[src/rtl/forwarding_hazard_unit.sv]
// Forwarding and load-use hazard control for the IF/DOF/EX/WB pipeline.
// Optional statistics counters are enabled with the HAZARD_STATS_EN macro.
module forwarding_hazard_unit #(
  parameter int REG_ADDR_W        = 5,
  parameter int LOAD_STALL_CYCLES = 1,
  parameter int STAT_W            = 16
) (
  input  logic                  clk,
  input  logic                  rst,
  input  logic                  dof_valid,
  input  logic [REG_ADDR_W-1:0] dof_aa,
  input  logic [REG_ADDR_W-1:0] dof_ba,
  input  logic                  dof_use_a,
  input  logic                  dof_use_b,
  input  logic [REG_ADDR_W-1:0] dof_da,
  input  logic                  dof_rw,
  input  logic                  dof_md,
  input  logic                  flush,
  output logic [1:0]            fwd_a_sel,
  output logic [1:0]            fwd_b_sel,
  output logic                  stall,
  output logic                  bubble
`ifdef HAZARD_STATS_EN
  ,
  output logic [STAT_W-1:0]     stall_count,
  output logic [STAT_W-1:0]     fwd_count
`endif
);

  typedef struct packed {
    logic                  valid;
    logic [REG_ADDR_W-1:0] da;
    logic                  rw;
    logic                  md;
  } slot_t;

  localparam logic [2:0] STALL_LOAD = 3'(LOAD_STALL_CYCLES - 1);

  slot_t      ex_slot;
  slot_t      wb_slot;
  logic [2:0] stall_cnt;

  logic a_hit_ex, b_hit_ex, a_hit_wb, b_hit_wb;
  logic hazard;

  // R0 is hard-wired zero, so it can never be a forwarding or stall source.
  function automatic logic src_hit(input slot_t s, input logic [REG_ADDR_W-1:0] src,
                                   input logic use_bit);
    return s.valid && s.rw && (s.da == src) && (src != '0) && use_bit;
  endfunction

  always_comb begin
    a_hit_ex = src_hit(ex_slot, dof_aa, dof_use_a);
    b_hit_ex = src_hit(ex_slot, dof_ba, dof_use_b);
    a_hit_wb = src_hit(wb_slot, dof_aa, dof_use_a);
    b_hit_wb = src_hit(wb_slot, dof_ba, dof_use_b);
    hazard   = dof_valid && ex_slot.md && (a_hit_ex || b_hit_ex);
    stall    = hazard || (stall_cnt != 3'd0);
    bubble   = stall;
  end

  // EX wins over WB because it carries the newer value; a load in EX cannot
  // forward yet, so it falls through to the WB check (stall covers it).
  always_comb begin
    fwd_a_sel = 2'b00;
    fwd_b_sel = 2'b00;
    if (a_hit_ex && !ex_slot.md) fwd_a_sel = 2'b01;
    else if (a_hit_wb)           fwd_a_sel = 2'b10;
    if (b_hit_ex && !ex_slot.md) fwd_b_sel = 2'b01;
    else if (b_hit_wb)           fwd_b_sel = 2'b10;
  end

  always_ff @(posedge clk) begin
    if (rst) begin
      ex_slot <= '0;
      wb_slot <= '0;
    end else begin
      wb_slot <= ex_slot;
      if (stall || flush) ex_slot <= '0;
      else                ex_slot <= '{valid: dof_valid, da: dof_da, rw: dof_rw, md: dof_md};
    end
  end

  // A flushed load-use never arms the counter: the consumer is gone.
  always_ff @(posedge clk) begin
    if (rst)                                        stall_cnt <= 3'd0;
    else if (hazard && (stall_cnt == 3'd0) && !flush) stall_cnt <= STALL_LOAD;
    else if (stall_cnt != 3'd0)                      stall_cnt <= stall_cnt - 3'd1;
  end

`ifdef HAZARD_STATS_EN
  always_ff @(posedge clk) begin
    if (rst) begin
      stall_count <= '0;
      fwd_count   <= '0;
    end else begin
      if (stall && !(&stall_count)) stall_count <= stall_count + 1'b1;
      if (!stall && ((fwd_a_sel != 2'b00) || (fwd_b_sel != 2'b00)) && !(&fwd_count))
        fwd_count <= fwd_count + 1'b1;
    end
  end
`endif

endmodule
[config.mk]
export PLATFORM = sky130hd
export DESIGN_NAME = forwarding_hazard_unit
export DESIGN_NICKNAME = d
export VERILOG_FILES = /design/src/rtl/forwarding_hazard_unit.sv
export SDC_FILE = /design/constraint.sdc
export NUM_CORES = 1
export LEC_CHECK = 0
export ABC_AREA = 1
export CAP_MARGIN = 10
export CORE_MARGIN = 5
export CORE_UTILIZATION = 50
export DETAILED_ROUTE_END_ITERATION = 8
export GPL_TIMING_DRIVEN = 1
export PLACE_DENSITY = 0.9
export SLEW_MARGIN = 20
export SYNTH_ARGS = -nofsm -noshare
export SYNTH_HDL_FRONTEND = slang
export SYNTH_SLANG_ARGS = --single-unit
export TNS_END_PERCENT = 1
[constraint.sdc]
create_clock -name clk -period 3.1 [get_ports clk]
set_input_delay 0.465 -clock clk [delete_from_list [all_inputs] [get_ports clk]]
set_output_delay 0.465 -clock clk [all_outputs]
set_load 0.05 [all_outputs]
Word-level counts from Yosys, hierarchy flattened:

Index checks and enable logic that the tools add are counted.

* register bits: 18
* latch bits: 0
* bits in writable memories: 0
* memory bits (read-only): 0
* bits of input ports: 23
* output and inout bits: 6
* logic and storage cells: 48
* memories kept: 0

* add/sub/neg operators: 1
* multiply operators: 0
* divide/modulo/power cells: 0
* order comparisons: 0
* eq/ne operators: 4
* shift-type cells: 0
* mux-type cells: 4
* bitwise logic cells: 0
* reduce and logical (&&, ||, !) cells: 31

Operators by type and width (number)
* $eq A5 B5 Y1: 4
* $logic_and A1 B1 Y1: 20
* $reduce_bool A5 Y1: 2
* $mux W2: 4
* $reduce_or A2 Y1: 2
* $logic_not A3 Y1: 1
* $logic_or A1 B1 Y1: 3
* $reduce_bool A3 Y1: 1
* $sub A3 B1 Y3 const B: 1
* $logic_not A1 Y1: 2

Logic depth before layout (Yosys ltp):

* depth in word-level cells: 9
* mapped depth: 10
* gate-level depth less buffers: 10

Least setup slack after synthesis:

No wires, ideal clock.

* kind: input-to-output
* start point: input port dof_aa[4]
* end point: output port fwd_a_sel[1]
* arrival time: 1.959 ns
* required time: 2.635 ns
* setup slack: 0.676 ns
* cell stages on the path: 8
* path buffers: 0
* cell sequence: inv_1 > nand2_1 > nand2_1 > nand2_1 > nor2_1 > nand2_2 > nor2_1 > nor2_1

* cells in the longest elaborated chain, start to end: 6
* elaborated cells on any way between the ends: 12
* classes of those cells: eq/ne: 2; mux: 2; reduce/logical: 8

RTL lines
* start: declaration: RTL line 11 `input logic [REG_ADDR_W-1:0] dof_aa,`
* $eq A5 B5 Y1: RTL line 49 `return s.valid && s.rw && (s.da == src) && (src != '0) && use_bit;`
* $logic_and A1 B1 Y1 (3 in a row): RTL line 49
* $mux W2 or $logic_and A1 B1 Y1 (tied branches): RTL line 68, 67
* $mux W2 (*): RTL line 67 `if (a_hit_ex && !ex_slot.md) fwd_a_sel = 2'b01;`
* end: declaration: RTL line 19 `output logic [1:0] fwd_a_sel,`

Every way passes the cells marked *; elsewhere a longest branch is shown, timed or not.

Worst setup path after layout:

* start point: input port dof_ba[3]
* end point: output port stall

* cells in the longest elaborated chain, start to end: 7
* elaborated cells on any way between the ends: 8
* classes of those cells: eq/ne: 1; reduce/logical: 7

RTL lines
* start: declaration: RTL line 12 `input logic [REG_ADDR_W-1:0] dof_ba,`
* $eq A5 B5 Y1: RTL line 49
* $logic_and A1 B1 Y1: RTL line 49
* $logic_and A1 B1 Y1 (*) (2 in a row): RTL line 49
* $logic_or A1 B1 Y1 (*): RTL line 57 `hazard = dof_valid && ex_slot.md && (a_hit_ex || b_hit_ex);`
* $logic_and A1 B1 Y1 (*): RTL line 57
* $logic_or A1 B1 Y1 (*): RTL line 58 `stall = hazard || (stall_cnt != 3'd0);`
* end: declaration: RTL line 21 `output logic stall,`

Marks and branches as above.

==> impl_results.md <==
- Post-layout min period: roughly 2.4 ns
- Initial core utilization: between 50% and 60%
- Setup-violating endpoint count in the final report: 0
- I/O pins: 29
- Core ar.: 1942 um2
- Post-synth top area share: roughly 36%
- Worst Setup Start Kind: input pin
- Synth-to-layout area growth: 32.42%
- Register area share after synthesis: 36.05%
- Cell Int Power: between 0.4 and 0.5 mW
- #FFs+latches synth: 18
- Area leader, netlist: dfxtp_1
- Finished Cell Area: 1324 um2
- Iteration-0 DRC Markers: 18
- Net load switching power: 0.2935 mW
- Register-to-Register Path Depth: 7
- Nets: 206
- Row cnt: 16
- Netlist cell types: 20
- Logic pwr share: 41.5%
- Worst hold path class: reg2reg
- Die Y: 54.72 um
- Root buf cell: clkbuf_4
- Area occupied by multi-input gates: 511.7 um2
- GP Congestion: between 0.8 and 0.9
- Cts hold-fix bufs: 0
- Antenna Cells: 0
- Fill cells: around 180
- Worst slew pin tran: 0.4109 ns
- Antenna violations before repair: 0
- H-tree depth: 1
- Fin Clk Skew: a little under 0.006 ns
- DR pass1 iterations: 4
- Setup CP Type: in2out
- DRT Wirelength: 2151 um
- Grt ovf: 0
- Non-filler cells, final: 207
- Fmax: between 400 and 500 MHz
- Worst Hold Depth: 2
- Post-DR wirelength/cell: 10.39 um
- Avg Cell Area, Syn: 6.665 um2
- CTS Sinks: 18
- Cts bufs inserted: 3
- Post-CTS Resized: 0
- Setup TNS: 0 ns
- Clock slew at reported path FFs: ~0.1 ns
- Register area: 360.3 um2
- Die width: 54.72 um
- Relative slew slack: between 70% and 80%
- Net Count, Synth: 175
- Period utilization: 77.72%
- CP arrival: between 1.5 and 2 ns
- Longest Clk Path Bufs: 2
- CP Capture Type: output port
- Synth top cells by count: 31 x inv_1, 31 x nor2_1, 27 x nand2_1, 18 x dfxtp_1, 9 x xnor2_1
- RSZ-0062 raised after global routing: no
- Peak VDD IR: 0.0005713 V
- Switching Share: 39.03%
- Post-synth ARST share: 0%
- R2R Setup Slk: 1.77 ns
- Layout cells sized above 1: 8.889%
- Static Leak: 0.6258 nW
- Clk Latency, worst-skew pair: 0.30 ns
- Hold Violations, Final: 0
- Worst flop-to-flop path startpoint: stall_cnt[0]
- Hold EP: wb_slot[1]
- Detailed Place HPWL: ~1900 um
- Hold_sp: ex_slot[1]
- Clock power frac: 19.2%
- Post-synth EDFFs: 0
- Crit path required time: ~2.6 ns
- Largest net degree at the start of global routing: 11
- Synth warnings: 0
- Drt via density: roughly 4.7
- Max-Cap Viols: 0
- Die Area: between 2000 and 3000 um2
- Worst-path fanout max: 4
- Number of remaining DRC errors: 0
- Total global routing track utilization: 16.24%
- R2R Path End: stall_cnt[0]
- Synth Cell Area: 999.7 um2
- Sequential share of power: 39.2%
- Vias: 964
- Vias in the first global route: 870
- CTS tree: done
- Synth top area cells: dfxtp_1 36%, inv_1 12%, nor2_1 12%
- Post-CTS setup buffers: 0
- Placed Area: ~1300 um2
- Placed cells: 203
- Syn Inst Count: 150
- Port bufs: 28
- Status: completed
- Antenna viol nets, final: 0
- Top FF cell, synth: dfxtp_1
- First-pass GRT wire length: 3436 um
- Final Max Slew Viols: 0
- Power density over the cells: 568.1 nW/um2
==> logic make-up after synthesis <==
group,Yosys count,share of synthesized area [%]
buffers and inverters,33,12.77
XOR/XNOR,12,10.51
AO/OA/AOI/OAI,9,5.006
AND/OR/NAND/NOR,76,33.17
adder cells (fa/ha/maj),2,2.503
flip-flops,18,36.05
==> cells in the final DEF (no fill, tap or decap), types with 3 or more instances in the layout <==
master            n
inv_1            31
nor2_1           31
nand2_1          27
clkdlybuf4s50_1  22
dfxtp_1          18
xnor2_1           9
nand3_1           6
buf_4             6
o21ai_0           5
nand2_2           3
xor2_1            3
clkbuf_4          3
==> flip-flops by register name, summed over array words and instances (netlist names) <==
signal / flops
ex_slot: 8
stall_cnt: 3
wb_slot: 7
==> power by group through the flow <==
stage          sequential [mW]  combinational (mW)  clock [mW]
2_1_floorplan            0.295               0.235           0
6_report                 0.295               0.312       0.145
3_5_place_dp             0.301               0.313           0
3_3_place_gp             0.298               0.304           0
4_1_cts                  0.295               0.317       0.149
5_1_grt                  0.301               0.341       0.161
==> through the flow <==
stage / hold WS (ns) / total power [mW] / utilization (%) / worst slack [ns]
floorplan: 0.4031 / 0.5297 / - / 0.6761
global placement: 0.4073 / 0.6026 / 66.30 / 0.7347
detailed placement: 0.4156 / 0.6138 / 66.30 / 0.6988
CTS: 0.4303 / 0.7607 / 68.17 / 0.6855
global route: 0.4503 / 0.8027 / 68.17 / 0.5856
finish: 0.4294 / 0.7520 / 68.17 / 0.6908
==> routing by layer <==
metal  up-vias  wire length, um  part of all wire (%)  track usage (%)
met5         -                0                     0                0
met4         0               35                   1.6            7.469
met3         5               89                   4.1            2.452
met2        23             1089                    51            29.92
met1       433              936                    44            17.90
li1        503                -                     -                -
==> worst max-delay path by stage <==
stage | end | cells after the start | startpoint
after global routing | stall | 10 | dof_ba[3]
after detailed placement | stall | 10 | dof_ba[3]
after CTS | stall | 10 | dof_ba[3]
after global placement | stall | 10 | dof_ba[3]
after floorplan | fwd_a_sel[1] | 8 | dof_aa[4]
final | stall | 10 | dof_ba[3]
==> critical path: stages <==
cell	delay [ns]
clkdlybuf4s50_1	0.48
inv_1	0.09
a21boi_0	0.17
nand2_1	0.07
nor2_1	0.15
nand2_1	0.09
nand2_2	0.07
nand2_2	0.07
nand2_1	0.08
buf_4	0.20
==> cell type report <==
type                    count  area share (%)
inverters                  31           8.790
flip-flops and latches     18           27.22
clock buffers               4           2.741
multi-input cells          99           38.66
well taps                  27           2.552
repair buffers             28           20.04
Power figures use the tool's default switching activity.
